[src/rtl/dot_prod_host.sv]
// Host front end for the dot-product kernel: streams element pairs into both
// array banks, zero-pads the tail, starts the kernel and returns its result.
module dot_prod_host #(
  parameter int ADDR_W  = 10,
  parameter int DEPTH   = 1000,
  parameter int DATA_W  = 27,
  parameter int ACC_W   = 64,
  parameter int TIMEOUT = 1 << 20
) (
  input  logic                     clk,
  input  logic                     rst,
  input  logic                     s_valid,
  output logic                     s_ready,
  input  logic signed [DATA_W-1:0] s_a,
  input  logic signed [DATA_W-1:0] s_b,
  input  logic                     s_last,
  output logic                     m_valid,
  input  logic                     m_ready,
  output logic signed [ACC_W-1:0]  m_result,
  output logic [31:0]              m_cycles,
  output logic                     m_error,
  output logic                     controlArr,
  output logic                     r_enable,
  output logic [ADDR_W-1:0]        init_i_t_a,
  output logic [ACC_W-1:0]         init_acc_t_a,
  input  logic                     w_enable,
  input  logic signed [ACC_W-1:0]  result,
  output logic                     controlArrWEnable_a,
  output logic                     controlArrWEnable_b,
  output logic [ADDR_W-1:0]        controlArrAddr_a,
  output logic [ADDR_W-1:0]        controlArrAddr_b,
  output logic signed [DATA_W-1:0] controlArrWData_a,
  output logic signed [DATA_W-1:0] controlArrWData_b
);

  typedef enum logic [2:0] {ST_LOAD, ST_PAD, ST_KICK, ST_RUN, ST_DONE} state_t;

  localparam logic [ADDR_W-1:0] LAST_IDX    = ADDR_W'(DEPTH - 1);
  localparam logic [31:0]       TIMEOUT_CNT = 32'(TIMEOUT);

  state_t                    state_q, state_d;
  logic [ADDR_W-1:0]         idx_q, idx_d;
  logic [31:0]               cnt_q, cnt_d;
  logic [31:0]               cnt_inc;
  logic                      s_ready_q, s_ready_d;
  logic                      ctrl_q, ctrl_d;
  logic                      r_en_q, r_en_d;
  logic                      wen_q, wen_d;
  logic [ADDR_W-1:0]         addr_q, addr_d;
  logic signed [DATA_W-1:0]  wa_q, wa_d;
  logic signed [DATA_W-1:0]  wb_q, wb_d;
  logic                      m_valid_q, m_valid_d;
  logic signed [ACC_W-1:0]   m_result_q, m_result_d;
  logic [31:0]               m_cycles_q, m_cycles_d;
  logic                      m_error_q, m_error_d;

  always_comb begin
    state_d    = state_q;
    idx_d      = idx_q;
    cnt_d      = cnt_q;
    cnt_inc    = cnt_q + 32'd1;
    ctrl_d     = ctrl_q;
    r_en_d     = 1'b0;
    wen_d      = 1'b0;
    addr_d     = addr_q;
    wa_d       = wa_q;
    wb_d       = wb_q;
    m_valid_d  = m_valid_q;
    m_result_d = m_result_q;
    m_cycles_d = m_cycles_q;
    m_error_d  = m_error_q;

    case (state_q)
      ST_LOAD: begin
        if (s_valid && s_ready_q) begin
          wen_d  = 1'b1;
          addr_d = idx_q;
          wa_d   = s_a;
          wb_d   = s_b;
          // The last array slot closes the job even without s_last.
          if (idx_q == LAST_IDX) begin
            idx_d   = '0;
            state_d = ST_KICK;
          end else begin
            idx_d = idx_q + ADDR_W'(1);
            if (s_last) begin
              state_d = ST_PAD;
            end
          end
        end
      end
      ST_PAD: begin
        wen_d  = 1'b1;
        addr_d = idx_q;
        wa_d   = '0;
        wb_d   = '0;
        if (idx_q == LAST_IDX) begin
          idx_d   = '0;
          state_d = ST_KICK;
        end else begin
          idx_d = idx_q + ADDR_W'(1);
        end
      end
      ST_KICK: begin
        ctrl_d  = 1'b0;
        r_en_d  = 1'b1;
        cnt_d   = '0;
        state_d = ST_RUN;
      end
      ST_RUN: begin
        cnt_d = cnt_inc;
        if (w_enable) begin
          m_valid_d  = 1'b1;
          m_result_d = result;
          m_cycles_d = cnt_inc;
          m_error_d  = 1'b0;
          state_d    = ST_DONE;
        end else if (cnt_inc == TIMEOUT_CNT) begin
          m_valid_d  = 1'b1;
          m_result_d = '0;
          m_cycles_d = cnt_inc;
          m_error_d  = 1'b1;
          state_d    = ST_DONE;
        end
      end
      ST_DONE: begin
        if (m_ready) begin
          m_valid_d = 1'b0;
          idx_d     = '0;
          ctrl_d    = 1'b1;
          state_d   = ST_LOAD;
        end
      end
      default: begin
        state_d = ST_LOAD;
      end
    endcase

    s_ready_d = (state_d == ST_LOAD);
  end

  always_ff @(posedge clk) begin
    if (rst) begin
      state_q    <= ST_LOAD;
      idx_q      <= '0;
      cnt_q      <= '0;
      s_ready_q  <= 1'b0;
      ctrl_q     <= 1'b1;
      r_en_q     <= 1'b0;
      wen_q      <= 1'b0;
      addr_q     <= '0;
      wa_q       <= '0;
      wb_q       <= '0;
      m_valid_q  <= 1'b0;
      m_result_q <= '0;
      m_cycles_q <= '0;
      m_error_q  <= 1'b0;
    end else begin
      state_q    <= state_d;
      idx_q      <= idx_d;
      cnt_q      <= cnt_d;
      s_ready_q  <= s_ready_d;
      ctrl_q     <= ctrl_d;
      r_en_q     <= r_en_d;
      wen_q      <= wen_d;
      addr_q     <= addr_d;
      wa_q       <= wa_d;
      wb_q       <= wb_d;
      m_valid_q  <= m_valid_d;
      m_result_q <= m_result_d;
      m_cycles_q <= m_cycles_d;
      m_error_q  <= m_error_d;
    end
  end

  assign s_ready             = s_ready_q;
  assign m_valid             = m_valid_q;
  assign m_result            = m_result_q;
  assign m_cycles            = m_cycles_q;
  assign m_error             = m_error_q;
  assign controlArr          = ctrl_q;
  assign r_enable            = r_en_q;
  assign init_i_t_a          = '0;
  assign init_acc_t_a        = '0;
  assign controlArrWEnable_a = wen_q;
  assign controlArrWEnable_b = wen_q;
  assign controlArrAddr_a    = addr_q;
  assign controlArrAddr_b    = addr_q;
  assign controlArrWData_a   = wa_q;
  assign controlArrWData_b   = wb_q;

endmodule

[config.mk]
export PLATFORM = sky130hd
export DESIGN_NAME = dot_prod_host
export DESIGN_NICKNAME = d
export VERILOG_FILES = /design/src/rtl/dot_prod_host.sv
export SDC_FILE = /design/constraint.sdc
export NUM_CORES = 1
export LEC_CHECK = 0
export ABC_AREA = 1
export ABC_CLOCK_PERIOD_IN_PS = 2500
export BUFFER_PORTS_ARGS = -buffer_cell sky130_fd_sc_hd__buf_2
export CAP_MARGIN = 20
export CORE_ASPECT_RATIO = 0.9
export CORE_MARGIN = 3
export CORE_UTILIZATION = 48
export CTS_BUF_LIST = sky130_fd_sc_hd__clkbuf_4 sky130_fd_sc_hd__clkbuf_8 sky130_fd_sc_hd__clkbuf_16
export DETAILED_ROUTE_END_ITERATION = 10
export PLACE_DENSITY = 0.77
export SYNTH_ARGS = -nofsm -noshare
export SYNTH_HDL_FRONTEND = slang
export SYNTH_SLANG_ARGS = --single-unit
export TNS_END_PERCENT = 50
[constraint.sdc]
create_clock -name clk -period 2.5 [get_ports clk]
set_input_delay 0.375 -clock clk [delete_from_list [all_inputs] [get_ports clk]]
set_output_delay 0.375 -clock clk [all_outputs]
set_load 0.02 [all_outputs]
==> impl_metrics.json <==
{
  "vdd_drop_max_mv": 0.381,
  "path_clk_slew_ns": 0.06,
  "post-route-period-util": 0.983,
  "cts-root-buf": "clkbuf_16",
  "worstSetupEndpointType": "register",
  "grt_start_max_net_pins": 136,
  "finalHoldViolCount": 0,
  "critPathKind": "reg2reg",
  "htree_levels": 1,
  "finalSetupViolCount": 0,
  "hold_path.class": "in2reg",
  "grt-busiest-layer": "met2",
  "num_vias": 9144,
  "io_pins": 375,
  "place_hpwl_microns": 19000,
  "pwr-share-clk": 0.466,
  "tightest_slew_ns": 0.813,
  "die_x_microns": 151,
  "dr.pass1.iters": 5,
  "postSynthAreaPerCell_sq_um": 7.16,
  "io_buffers": 300,
  "syn2layout_area_growth_pct": 33.1,
  "place_area_sq_um": 10600,
  "tns_ns": 0,
  "cp.required_ns": 2.84,
  "drc_errors": 0,
  "met1_usage": 0.313,
  "p_sw_uw": 1790,
  "period_minus_slack_ns": 2.46,
  "arrival_ns": 2.80,
  "nFillCells": 1606,
  "rows": 47,
  "synth_seq_cells": 211,
  "gr-total-overflow": 0,
  "design.die.area_sq_um": 20700,
  "fmax_mhz": 407,
  "power_frac_seq": 0.453,
  "slew_violations": 0,
  "cts_tree": "yes",
  "post-route-util": 0.654,
  "drive_above_1_share": 0.323,
  "die_y_microns": 137,
  "crit_path_start_kind": "register",
  "insertion_delay_ns": 0.50,
  "drt-total-wl_microns": 28300,
  "status": "completed",
  "track_usage": 0.232,
  "netlist_area_sq_um": 9100,
  "power_density_nw_per_um2": 631,
  "antenna_found_initial": 0,
  "timing.max_cap.violations": 0,
  "maxSlewHeadroom": 0.458,
  "clock_sink_count": 211,
  "diodes": 0,
  "globalRouteMet3Util": 0.0487,
  "yosys_warnings": 0,
  "vias_per_cell": 5.00,
  "ys_types": 29,
  "fin_nets": 1696,
  "core_area_sq_um": 18500,
  "drtIter0Drc": 504,
  "switching_share": 0.234,
  "combinationalPowerShare": 0.081,
  "cts_buffers": 22,
  "path_max_fanout": 6,
  "place.gp.congestion": 0.934,
  "ctsLongestPathBuffers": 3,
  "rrSetupSlack_ns": 0.04,
  "finalPower_uw": 7640,
  "grt_first_pass_wirelength_microns": 39300,
  "postSynthCellCount": 1272,
  "ant_nets": 0,
  "yosysSeqAreaShare": 0.464,
  "grt_pass1_vias": 7930,
  "initial_core_util": 0.491,
  "fin_skew_ns": 0.0117,
  "rsz0062_at_grt": "true",
  "p_leak_uw": 0.00536,
  "grt_use_met2": 0.381,
  "fin_area_sq_um": 12100,
  "avgRoutedWirePerCell_microns": 15.5,
  "p_int_uw": 5850
}
-- cell usage after synthesis --
| cell type | n | area share |
|---|---|---|
| nor3_1 | 6 | 0.0033 |
| conb_1 | 1 | 0.00041 |
| ha_1 | 2 | 0.0027 |
| inv_1 | 72 | 0.030 |
| a21oi_1 | 171 | 0.094 |
| nand2_2 | 7 | 0.0048 |
| or2_2 | 1 | 0.00069 |
| buf_2 | 10 | 0.0055 |
| dfxtp_1 | 211 | 0.46 |
| clkbuf_2 | 1 | 0.00055 |
| nor2_4 | 7 | 0.0087 |
| buf_6 | 2 | 0.0025 |
| nand3_1 | 54 | 0.030 |
| inv_2 | 1 | 0.00041 |
| nor3b_1 | 1 | 0.00083 |
| xor2_1 | 4 | 0.0038 |
| buf_4 | 85 | 0.070 |
| o21ai_1 | 30 | 0.016 |
| nor2_1 | 81 | 0.033 |
| buf_1 | 5 | 0.0021 |
| clkbuf_1 | 43 | 0.018 |
| nor4_1 | 2 | 0.0014 |
| nand4_1 | 4 | 0.0027 |
| a31oi_1 | 1 | 0.00069 |
| o21ai_0 | 20 | 0.011 |
| nor2_2 | 2 | 0.0014 |
| xnor2_1 | 2 | 0.0019 |
| nand2_1 | 433 | 0.18 |
| nand3b_1 | 13 | 0.011 |
-- flip-flops by register name, summed over array words and instances, names as in the netlist --
name and flops:
m_error 1, controlArrWEnable_a 1, controlArr 1, idx_q 10, m_cycles 32, cnt_q 32, controlArrWData_a 27, r_enable 1
state_q 3, s_ready 1, controlArrAddr_a 10, m_result 64, controlArrWData_b 27, m_valid 1
-- repair_timing --
action	in CTS	in global routing
buffers inserted	0	7
hold endpoints to repair	0	0
hold buffers	0	0
resized for setup	0	134
endpoints found under the setup margin	0	100
-- per-stage QoR --
step | hold WS (ns) | cells | setup WS [ns]
global route | 0.114 | 1828 | -0.102
detailed placement | 0.440 | 1770 | 0.0202
global placement | 0.434 | 1770 | 0.0926
floorplan | 0.453 | 1345 | 0.249
finish | 0.120 | 1828 | 0.0431
CTS | 0.102 | 1807 | 0.00532
-- power groups by stage --
stage	clock, uW	combinational, uW	sequential (uW)
after floorplan	0	409	3610
after global placement	0	603	3540
after detailed placement	0	607	3540
after CTS	3610	609	3460
after global routing	3740	674	3470
final	3560	617	3460
-- kinds of logic after synthesis --
kind of cell | synth area share
flops | 0.464
fa+ha+maj | 0.00275
compound gates | 0.122
other cells | 0.000412
buf+inv | 0.129
xor+xnor | 0.00577
simple gates | 0.276
-- final cells by class --
type                            count  area, sq um  share of cell area
Timing Repair Buffer              345         2090               0.173
Sequential cell                   211         4250               0.351
Inverter                           73          274              0.0226
Tap cell                          245          307              0.0253
Clock buffer                       31          661              0.0546
Clock inverter                      6          133              0.0110
Multi-Input combinational cell    917         4390               0.363
-- layer usage --
metal | wire, microns | share of wire
met1 | 11800 | 0.42
met4 | 716 | 0.025
met3 | 2170 | 0.077
met5 | 0 | 0
met2 | 13600 | 0.48
-- final timing paths --
| check | cells past startpoint | startpoint | to |
|---|---|---|---|
| setup / recovery | 17 | cnt_q[1] | m_result[23] |
| hold / removal | 3 | s_b[6] | controlArrWData_b[6] |
| setup reg to reg | 17 | cnt_q[1] | m_result[23] |
| hold reg to reg | 2 | m_result[42] | m_result[42] |
-- layout by cell type, fill, tap and decap left out, types with 5 or more instances in the layout --
cell       Yosys  layout
dfxtp_2        0      11
nand2_1      433     385
nor2_1        81      63
nand3b_1      13      13
buf_6          2       5
nand2_4        0       8
o21ai_2        0      23
o21ai_0       20      19
dfxtp_1      211     196
buf_12         0       6
nor2_2         2      16
o21ai_1       30       8
nor3_1         6       6
buf_4         85      25
inv_1         72      71
conb_1         1      74
nand2_2        7      46
a21oi_1      171     170
nand3_1       54      51
clkbuf_16      0      31
buf_2         10     299
nor2_4         7      11
-- critical path: stages (launching register included) --
cell and delay [ns]:
dfxtp_4 0.37, ha_4 0.15, nand2_4 0.06, nor2_4 0.15, nand2_2 0.10, nor2_4 0.19, nand2_1 0.07, nand2_1 0.07
nand2_2 0.07, nor2_2 0.11, nand2_1 0.07, nor2_2 0.13, nand3_2 0.14, nand2_8 0.17, nand2_8 0.10, clkbuf_16 0.21
nand2_2 0.06, a21oi_1 0.06
No activity file was read; power rests on OpenSTA's default activity.
